## config.mk

```make
export PLATFORM = sky130hd
export DESIGN_NAME = nh_lcd_bus_engine
export DESIGN_NICKNAME = d
export VERILOG_FILES = /design/src/rtl/nh_lcd_pkg.sv /design/src/rtl/nh_lcd_phase_counter.sv /design/src/rtl/nh_lcd_bus_engine.sv
export SDC_FILE = /design/constraint.sdc
export NUM_CORES = 1
export LEC_CHECK = 0
export BUFFER_PORTS_ARGS = -buffer_cell sky130_fd_sc_hd__clkbuf_2
export CAP_MARGIN = 15
export CORE_MARGIN = 2
export CORE_UTILIZATION = 49
export CTS_BUF_LIST = sky130_fd_sc_hd__clkbuf_8
export DETAILED_ROUTE_END_ITERATION = 16
export GPL_TIMING_DRIVEN = 0
export HOLD_SLACK_MARGIN = 0.05
export PLACE_DENSITY = 0.83
export SYNTH_ARGS = -nofsm -noshare
export SYNTH_HDL_FRONTEND = slang
export SYNTH_HIERARCHICAL = 1
export SYNTH_SLANG_ARGS = --single-unit
```

## constraint.sdc

```tcl
create_clock -name clk -period 3.2 [get_ports clk]
set_input_delay 0.64 -clock clk [delete_from_list [all_inputs] [get_ports clk]]
set_output_delay 0.64 -clock clk [all_outputs]
set_load 0.02 [all_outputs]
```

## src/rtl/nh_lcd_pkg.sv

```systemverilog
// Shared definitions for the NH LCD parallel bus engine: state encodings,
// default widths and debug word layout.
package nh_lcd_pkg;

  localparam int unsigned DEF_DATA_WIDTH = 8;
  localparam int unsigned DEF_CNT_WIDTH  = 4;

  localparam int unsigned DBG_STATE_LSB = 0;
  localparam int unsigned DBG_STATE_W   = 4;
  localparam int unsigned DBG_CNT_LSB   = 4;
  localparam int unsigned DBG_CNT_W     = 8;

  typedef enum logic [3:0] {
    ST_IDLE     = 4'd0,
    ST_SETUP    = 4'd1,
    ST_STROBE   = 4'd2,
    ST_HOLD     = 4'd3,
    ST_FINISHED = 4'd4
  } lcd_state_e;

endpackage

```

## src/rtl/nh_lcd_phase_counter.sv

```systemverilog
// Loadable down-counter sizing one bus phase; done marks the last cycle of
// a phase (count 1) or a zero-length load.
module nh_lcd_phase_counter
  import nh_lcd_pkg::*;
#(
  parameter int unsigned CNT_WIDTH = DEF_CNT_WIDTH
) (
  input  logic                 clk,
  input  logic                 rst_n,
  input  logic                 load,
  input  logic [CNT_WIDTH-1:0] value,
  output logic [CNT_WIDTH-1:0] cnt,
  output logic                 done
);

  always_ff @(posedge clk or negedge rst_n) begin
    if (!rst_n) begin
      cnt <= '0;
    end else if (load) begin
      cnt <= value;
    end else if (cnt != '0) begin
      cnt <= cnt - 1'b1;
    end
  end

  assign done = (cnt == '0) || (cnt == CNT_WIDTH'(1));

endmodule

```

## src/rtl/nh_lcd_bus_engine.sv

```systemverilog
// Timed command/data bus cycle generator for the NH LCD parallel interface:
// setup, strobe and hold phases sized at accept time, with read capture.
module nh_lcd_bus_engine
  import nh_lcd_pkg::*;
#(
  parameter int unsigned DATA_WIDTH = DEF_DATA_WIDTH,
  parameter int unsigned CNT_WIDTH  = DEF_CNT_WIDTH
) (
  input  logic                  clk,
  input  logic                  rst_n,
  output logic [31:0]           debug,
  input  logic                  i_enable,
  input  logic                  i_cmd_write_stb,
  input  logic                  i_cmd_read_stb,
  input  logic                  i_cmd_is_data,
  input  logic [DATA_WIDTH-1:0] i_cmd_data,
  input  logic [CNT_WIDTH-1:0]  i_setup_cycles,
  input  logic [CNT_WIDTH-1:0]  i_strobe_cycles,
  input  logic [CNT_WIDTH-1:0]  i_hold_cycles,
  output logic [DATA_WIDTH-1:0] o_cmd_data,
  output logic                  o_cmd_en_write,
  output logic                  o_rs,
  output logic                  o_busy,
  output logic                  o_cmd_finished,
  output logic                  o_write,
  output logic                  o_read,
  output logic [DATA_WIDTH-1:0] o_data_out,
  input  logic [DATA_WIDTH-1:0] i_data_in
);

  lcd_state_e           state, state_nxt;
  logic [CNT_WIDTH-1:0] strobe_len, hold_len;
  logic [CNT_WIDTH-1:0] strobe_eff;
  logic [CNT_WIDTH-1:0] cnt, cnt_value;
  logic [7:0]           cnt8;
  logic                 cnt_load, cnt_done;
  logic                 accept, dir_write;

  assign accept     = (state == ST_IDLE) && i_enable && (i_cmd_write_stb || i_cmd_read_stb);
  assign strobe_eff = (i_strobe_cycles == '0) ? CNT_WIDTH'(1) : i_strobe_cycles;
  // Direction comes from the live strobe on the accept edge, then from the latch.
  assign dir_write  = (state == ST_IDLE) ? i_cmd_write_stb : o_cmd_en_write;

  nh_lcd_phase_counter #(
    .CNT_WIDTH (CNT_WIDTH)
  ) u_phase_counter (
    .clk   (clk),
    .rst_n (rst_n),
    .load  (cnt_load),
    .value (cnt_value),
    .cnt   (cnt),
    .done  (cnt_done)
  );

  always_comb begin
    state_nxt = state;
    cnt_load  = 1'b0;
    cnt_value = '0;
    case (state)
      ST_IDLE: begin
        if (accept) begin
          cnt_load = 1'b1;
          if (i_setup_cycles != '0) begin
            state_nxt = ST_SETUP;
            cnt_value = i_setup_cycles;
          end else begin
            state_nxt = ST_STROBE;
            cnt_value = strobe_eff;
          end
        end
      end
      ST_SETUP: begin
        if (cnt_done) begin
          state_nxt = ST_STROBE;
          cnt_load  = 1'b1;
          cnt_value = strobe_len;
        end
      end
      ST_STROBE: begin
        if (cnt_done) begin
          if (hold_len != '0) begin
            state_nxt = ST_HOLD;
            cnt_load  = 1'b1;
            cnt_value = hold_len;
          end else begin
            state_nxt = ST_FINISHED;
          end
        end
      end
      ST_HOLD: begin
        if (cnt_done) begin
          state_nxt = ST_FINISHED;
        end
      end
      ST_FINISHED: state_nxt = ST_IDLE;
      default:     state_nxt = ST_IDLE;
    endcase
  end

  always_ff @(posedge clk or negedge rst_n) begin
    if (!rst_n) begin
      state          <= ST_IDLE;
      strobe_len     <= '0;
      hold_len       <= '0;
      o_cmd_data     <= '0;
      o_cmd_en_write <= 1'b0;
      o_rs           <= 1'b0;
      o_busy         <= 1'b0;
      o_cmd_finished <= 1'b0;
      o_write        <= 1'b0;
      o_read         <= 1'b0;
      o_data_out     <= '0;
    end else begin
      state          <= state_nxt;
      o_busy         <= (state_nxt != ST_IDLE);
      o_cmd_finished <= (state_nxt == ST_FINISHED);
      o_write        <= (state_nxt == ST_STROBE) && dir_write;
      o_read         <= (state_nxt == ST_STROBE) && !dir_write;
      if (accept) begin
        strobe_len     <= strobe_eff;
        hold_len       <= i_hold_cycles;
        o_rs           <= i_cmd_is_data;
        o_cmd_en_write <= i_cmd_write_stb;
        if (i_cmd_write_stb) begin
          o_data_out <= i_cmd_data;
        end
      end else if (state_nxt == ST_IDLE) begin
        o_cmd_en_write <= 1'b0;
      end
      if ((state == ST_STROBE) && cnt_done && !o_cmd_en_write) begin
        o_cmd_data <= i_data_in;
      end
    end
  end

  generate
    if (CNT_WIDTH >= 8) begin : g_cnt_trunc
      assign cnt8 = cnt[7:0];
    end else begin : g_cnt_ext
      assign cnt8 = {{(8 - CNT_WIDTH){1'b0}}, cnt};
    end
  endgenerate

  always_comb begin
    debug = '0;
    debug[DBG_STATE_LSB +: DBG_STATE_W] = state;
    debug[DBG_CNT_LSB +: DBG_CNT_W]     = cnt8;
  end

endmodule
```

== Word-level counts from Yosys, hierarchy flattened ==
Cells that the tools add are included.

* Output and inout bits: 54
* Bits in latches: 0
* Flip-flop bits (word level): 38
* RAM bits: 0
* Bits in read-only memories: 0
* Memories kept: 0

* Add/sub/neg operators: 1
* $lt $le $gt $ge: 0
* Divide/modulo/power cells: 0
* Eq/ne operators: 6
* Shifts and indexed selects: 0
* Bitwise logic cells: 0
* Reductions and logical operators: 21
* Multipliers: 0
* Multiplexer cells: 24

{| class="wikitable"
|+ Operators by type and width
! operator !! count
|-
| 4-bit 2-to-1 mux || 12
|-
| 4-bit logical NOT || 4
|-
| 4-bit one-hot mux with 4 select lines || 1
|-
| 4-bit nonzero test || 4
|-
| 4-bit by 2-bit equality test with 1-bit output, second input constant || 3
|-
| 4-bit one-hot mux with 3 select lines || 1
|-
| 4-bit by 1-bit equality test with 1-bit output, second input constant || 2
|-
| 1-bit 2-to-1 mux || 7
|-
| 1-bit logical AND || 6
|-
| 4-bit by 3-bit equality test with 1-bit output, second input constant || 1
|-
| 2-bit nonzero test || 2
|-
| 4-bit by 1-bit subtractor with 4-bit output, second input constant || 1
|-
| 3-bit 2-to-1 mux || 1
|-
| 1-bit one-hot mux with 3 select lines || 1
|-
| 1-bit logical NOT || 2
|-
| 1-bit logical OR || 2
|-
| 2-bit 2-to-1 mux || 1
|-
| 2-bit AND reduction || 1
|}

== Logic depth before layout (Yosys ltp) ==
* Depth in word-level cells: 8
* Mapped depth: 11
* Depth with buffers taken out: 10

== Hierarchy ==
The synthesis kept the hierarchy.

{| class="wikitable"
|+ Modules (own cells, without submodules)
! module !! cells an instance !! instances !! area each (um2)
|-
| nh_lcd_bus_engine || 157 || 1 || 1,710.4
|-
| nh_lcd_phase_counter || 25 || 1 || 255.2
|}

== Worst setup path after synthesis ==
No wires, ideal clock.

* Path kind: reg2reg
* From: register u_phase_counter.cnt[0]
* To: register u_phase_counter.cnt[3]
* Required time: 3.074 ns
* Path buffers: 1
* Clock period less this slack: 2.583 ns
* Setup slack: 0.617 ns
* Arrival: 2.457 ns
* Cell stages (with the launch flop): 12
* Path through: dfrtp_1 inv_1 ha_1 nor2_1 nor3_1 nand2_1 or3_4 nor2_1 or3_1 clkbuf_1 nor3_1 a221o_1

* Longest elaborated chain between the ends: 5
* Elaborated cells on any way between the ends: 14

{| class="wikitable"
|+ Ends and longest elaborated chain
! item !! line !! text
|-
| from (decl) || nh_lcd_phase_counter.sv:12 || <nowiki>output logic [CNT_WIDTH-1:0] cnt,</nowiki>
|-
| from (signal assigned) || nh_lcd_phase_counter.sv:20 || <nowiki>cnt <= value;</nowiki>
|-
| from (signal assigned) || nh_lcd_phase_counter.sv:22 || <nowiki>cnt <= cnt - 1'b1;</nowiki>
|-
| 4-bit by 1-bit equality test with 1-bit output or 4-bit logical NOT (tied branches) || nh_lcd_phase_counter.sv:26 || <nowiki>assign done = (cnt == '0) || (cnt == CNT_WIDTH'(1));</nowiki>
|-
| 1-bit logical OR (*) || nh_lcd_phase_counter.sv:26 ||
|-
| net cnt_done || nh_lcd_bus_engine.sv:36 || <nowiki>logic cnt_load, cnt_done;</nowiki>
|-
| 1-bit 2-to-1 mux (on tied branches) || nh_lcd_bus_engine.sv:80, nh_lcd_bus_engine.sv:73 ||
|-
| 1-bit one-hot mux with 3 select lines (*) || nh_lcd_bus_engine.sv:59 || <nowiki>case (state)</nowiki>
|-
| net cnt_load || nh_lcd_bus_engine.sv:36 ||
|-
| 4-bit 2-to-1 mux or 2-bit nonzero test (tied branches) || - ||
|}

Mark *: on every way through the listed nets, which the timed path passes. The rest lies on a longest branch. The select of a mux whose other input is x is not followed.
A chain may end at the register's enable or synchronous reset.

== Final worst setup path ==
Same ends and word-level chain as after synthesis.

==> flow_metrics.py <==
metrics = {
    "critical_path": {
        "r2r_end": "u_phase_counter/cnt[3]$_DFFE_PN0P_",
        "worstPathRequired_ps": 3380,
        "end_kind": "flip-flop",
        "endpoint": "u_phase_counter/cnt[3]$_DFFE_PN0P_",
        "rrSetupSlack_ps": 270,
        "cp-startpoint": "u_phase_counter/cnt[0]$_DFFE_PN0P_",
        "path_buf_inv": 2,
        "path_cells": "inv_1 -> ha_1 -> nor2_1 -> nor3_1 -> nand2_1 -> or3_4 -> nor2_1 -> or3_1 -> clkbuf_1 -> nor3_1 -> a221o_1",
        "cp_num_cells": 11,
        "timing.rr.start": "u_phase_counter/cnt[0]$_DFFE_PN0P_",
        "crit_family": "simple AND/OR/NAND/NOR gates",
        "cp_slowest_cell": "nor3_1",
        "max_stage_delay_ps": 490,
        "startpoint_type": "flip-flop",
        "crit_type": "reg2reg",
        "crit_fanout": 8,
        "arrival_ps": 3110,
        "r2r_cells": 11,
    },
    "timing": {
        "layout_setup_ws_ps": 272.1,
        "setup_viol": 0,
        "fmax_mhz": 341.5,
        "min_period_ps": 2928,
        "hold_violations": 0,
        "skew_ps": 5.545,
        "maxSlewViolCount": 0,
        "finalCritPeriodShare_pct": 91.50,
        "fin_tns_setup_ps": 0,
        "slew_headroom_pct": 38.20,
        "tightest_slew_ps": 927.0,
        "rsz0062_at_grt": "no",
    },
    "clock_tree": {
        "cts_tree": "done",
        "cts-hold-fix-buffers": 0,
        "clk_latency_ps": 290,
        "cts.path.max_buffers": 2,
        "clock_sinks": 38,
        "cts_buffers": 5,
        "cts_max_level": 2,
        "cts_resized": 0,
        "post_cts_buffers": 0,
        "clk_pin_slew_ps": 80,
        "cts_root_buffer": "clkbuf_8",
    },
    "placement": {
        "dp.cells": 319,
        "portBuffers": 63,
        "placed_area_sq_um": 2434,
        "gp_congestion": 0.7672,
        "dpl.hpwl_mm": 2.999,
        "pre_cts_ws_ps": 330.8,
    },
    "yosys": {
        "synthTopCellsByArea": "dfrtp_1, mux2_2, buf_4, nand2_1, a21oi_1",
        "ys.warnings.count": 6,
        "synthCells": 182,
        "ys_seq_elements": 38,
        "yosysTopAreaCellShare_pct": 48.38,
        "synth_seq_area_share_pct": 48.38,
        "syn_area_sq_um": 1966,
        "synth_top_area_cell": "dfrtp_1",
        "synth_cell_types": 36,
        "avgSynthCellArea_sq_um": 10.80,
    },
    "cells_and_area": {
        "fin_cells": 327,
        "nets": 312,
        "final_common_cell": "clkbuf_2",
        "layout-drive-gt1-share_pct": 46.57,
        "num_antenna_cells": 0,
        "areaGrowthSynthToFinish_pct": 30.81,
        "final_cell_mix": "clkbuf_2, dfrtp_1, nand2_1",
        "final_cell_area_sq_um": 2571,
    },
    "floorplanning": {
        "io_pins": 88,
        "initial_core_util_pct": 49.86,
        "die-area_sq_um": 4534,
        "placementRows": 23,
        "fp.dieH_microns": 67.34,
        "coreArea_sq_um": 3943,
        "die_w_microns": 67.34,
    },
    "global_route": {
        "grt_overflow": 0,
        "grt_max_degree": 39,
        "grt.total_usage_pct": 19.33,
        "first_global_vias": 1450,
        "grt.busiest_layer": "met2",
        "grt.met2_usage_pct": 33.79,
        "met1_usage_pct": 22.51,
        "antenna_found_initial": 0,
        "groute.layer.met3.usage_pct": 4.667,
        "grt_pass1_wl_mm": 6.486,
    },
    "route": {
        "initialDrtViolationCount": 64,
        "drcViolationCount": 0,
        "drt_wl_total_mm": 3.833,
        "routedWlPerCell_microns": 11.72,
        "dr_total_vias": 1531,
        "via_per_inst": 4.682,
        "drtPass1Iterations": 4,
        "postRouteAntennaNets": 0,
    },
    "power_and_ir_drop": {
        "fin_total_pwr_mw": 2.209,
        "p_leak_nw": 1.391,
        "power.density_nw_per_um2": 859.0,
        "peakVddDrop_mv": 0.6667,
    },
    "worst_hold_path": {
        "min_path_type": "in2async",
    },
    "run_status": {
        "status": "finished, final reports clean",
    },
    "flow_run": {
        "maxCapViolCount": 0,
    },
}
## cell usage after synthesis (all sizes together)
library cell  instances
a21oi                 8
a221o                 1
a22oi                 5
buf                  28
clkbuf                2
conb                  1
dfrtp                38
ha                    2
inv                   3
mux2                 18
mux2i                 3
nand2                30
nor2                  7
nor2b                 1
nor3                  9
nor3b                 4
nor4                  2
o211ai                1
o21a                  2
o21ai                 7
or2                   3
or2b                  1
or3                   4
or4                   1
xnor2                 1
## flip-flops by register name (all words and copies together) (netlist names)
name	cells
hold_len	4
o_busy	1
o_cmd_data	8
o_cmd_en_write	1
o_cmd_finished	1
o_data_out	8
o_read	1
o_rs	1
o_write	1
state	4
strobe_len	4
u_phase_counter/cnt	4
## worst min path at each step
stage	start	end	slack [ps]	cells after the start
after floorplan	rst_n	hold_len[0]$_DFFE_PN0P_	340	0
after global placement	strobe_len[3]$_DFFE_PN0P_	strobe_len[3]$_DFFE_PN0P_	460	2
after detailed placement	o_rs$_DFFE_PN0P_	o_rs$_DFFE_PN0P_	460	2
after CTS	o_rs$_DFFE_PN0P_	o_rs$_DFFE_PN0P_	480	2
after global routing	o_cmd_data[0]$_DFFE_PN0P_	o_cmd_data[0]$_DFFE_PN0P_	530	1
final	rst_n	o_cmd_data[1]$_DFFE_PN0P_	470	1
## per-layer routing
metal / vias to the layer above / wire (microns)
li1: 756 / -
met4: 0 / 74
met1: 721 / 1540
met2: 48 / 2021
met5: - / 0
met3: 6 / 197
## where the power goes
group          internal [mW]  switching (mW)  leakage [nW]  total, mW
logic                  0.386           0.524         0.839      0.910
clock network          0.312           0.178        0.0683      0.491
registers              0.678           0.131         0.483      0.808
total                   1.38           0.832          1.39       2.21
## cell type report
cell class                 count  area (sq um)
buffer                        30         229.0
clock buffer                   5         68.82
clock inverter                 3         68.82
fill                         327          1371
inverter                       3         11.26
multi-input combinational    135         864.6
sequential                    38         950.9
tap                           50         62.56
timing repair buffer          63         315.3
## logic make-up (layout without fill, tap and decap cells)
group,Yosys count,count (layout),share of synthesized area [%]
mux,21,21,11.84
flops,38,38,48.38
compound gates,24,24,7.766
buf+inv,33,104,12.22
xor+xnor,1,1,0.4457
other cells,1,25,0.1908
simple gates,62,62,17.89
fa+ha+maj,2,2,1.273
## through the flow
step	util [%]	hold WS [ps]
floorplan	-	344.4
global placement	61.73	460.4
detailed placement	61.73	463.5
CTS	65.22	482.8
global route	65.22	530.4
finish	65.22	473.5
Power figures use the tool's default switching activity.
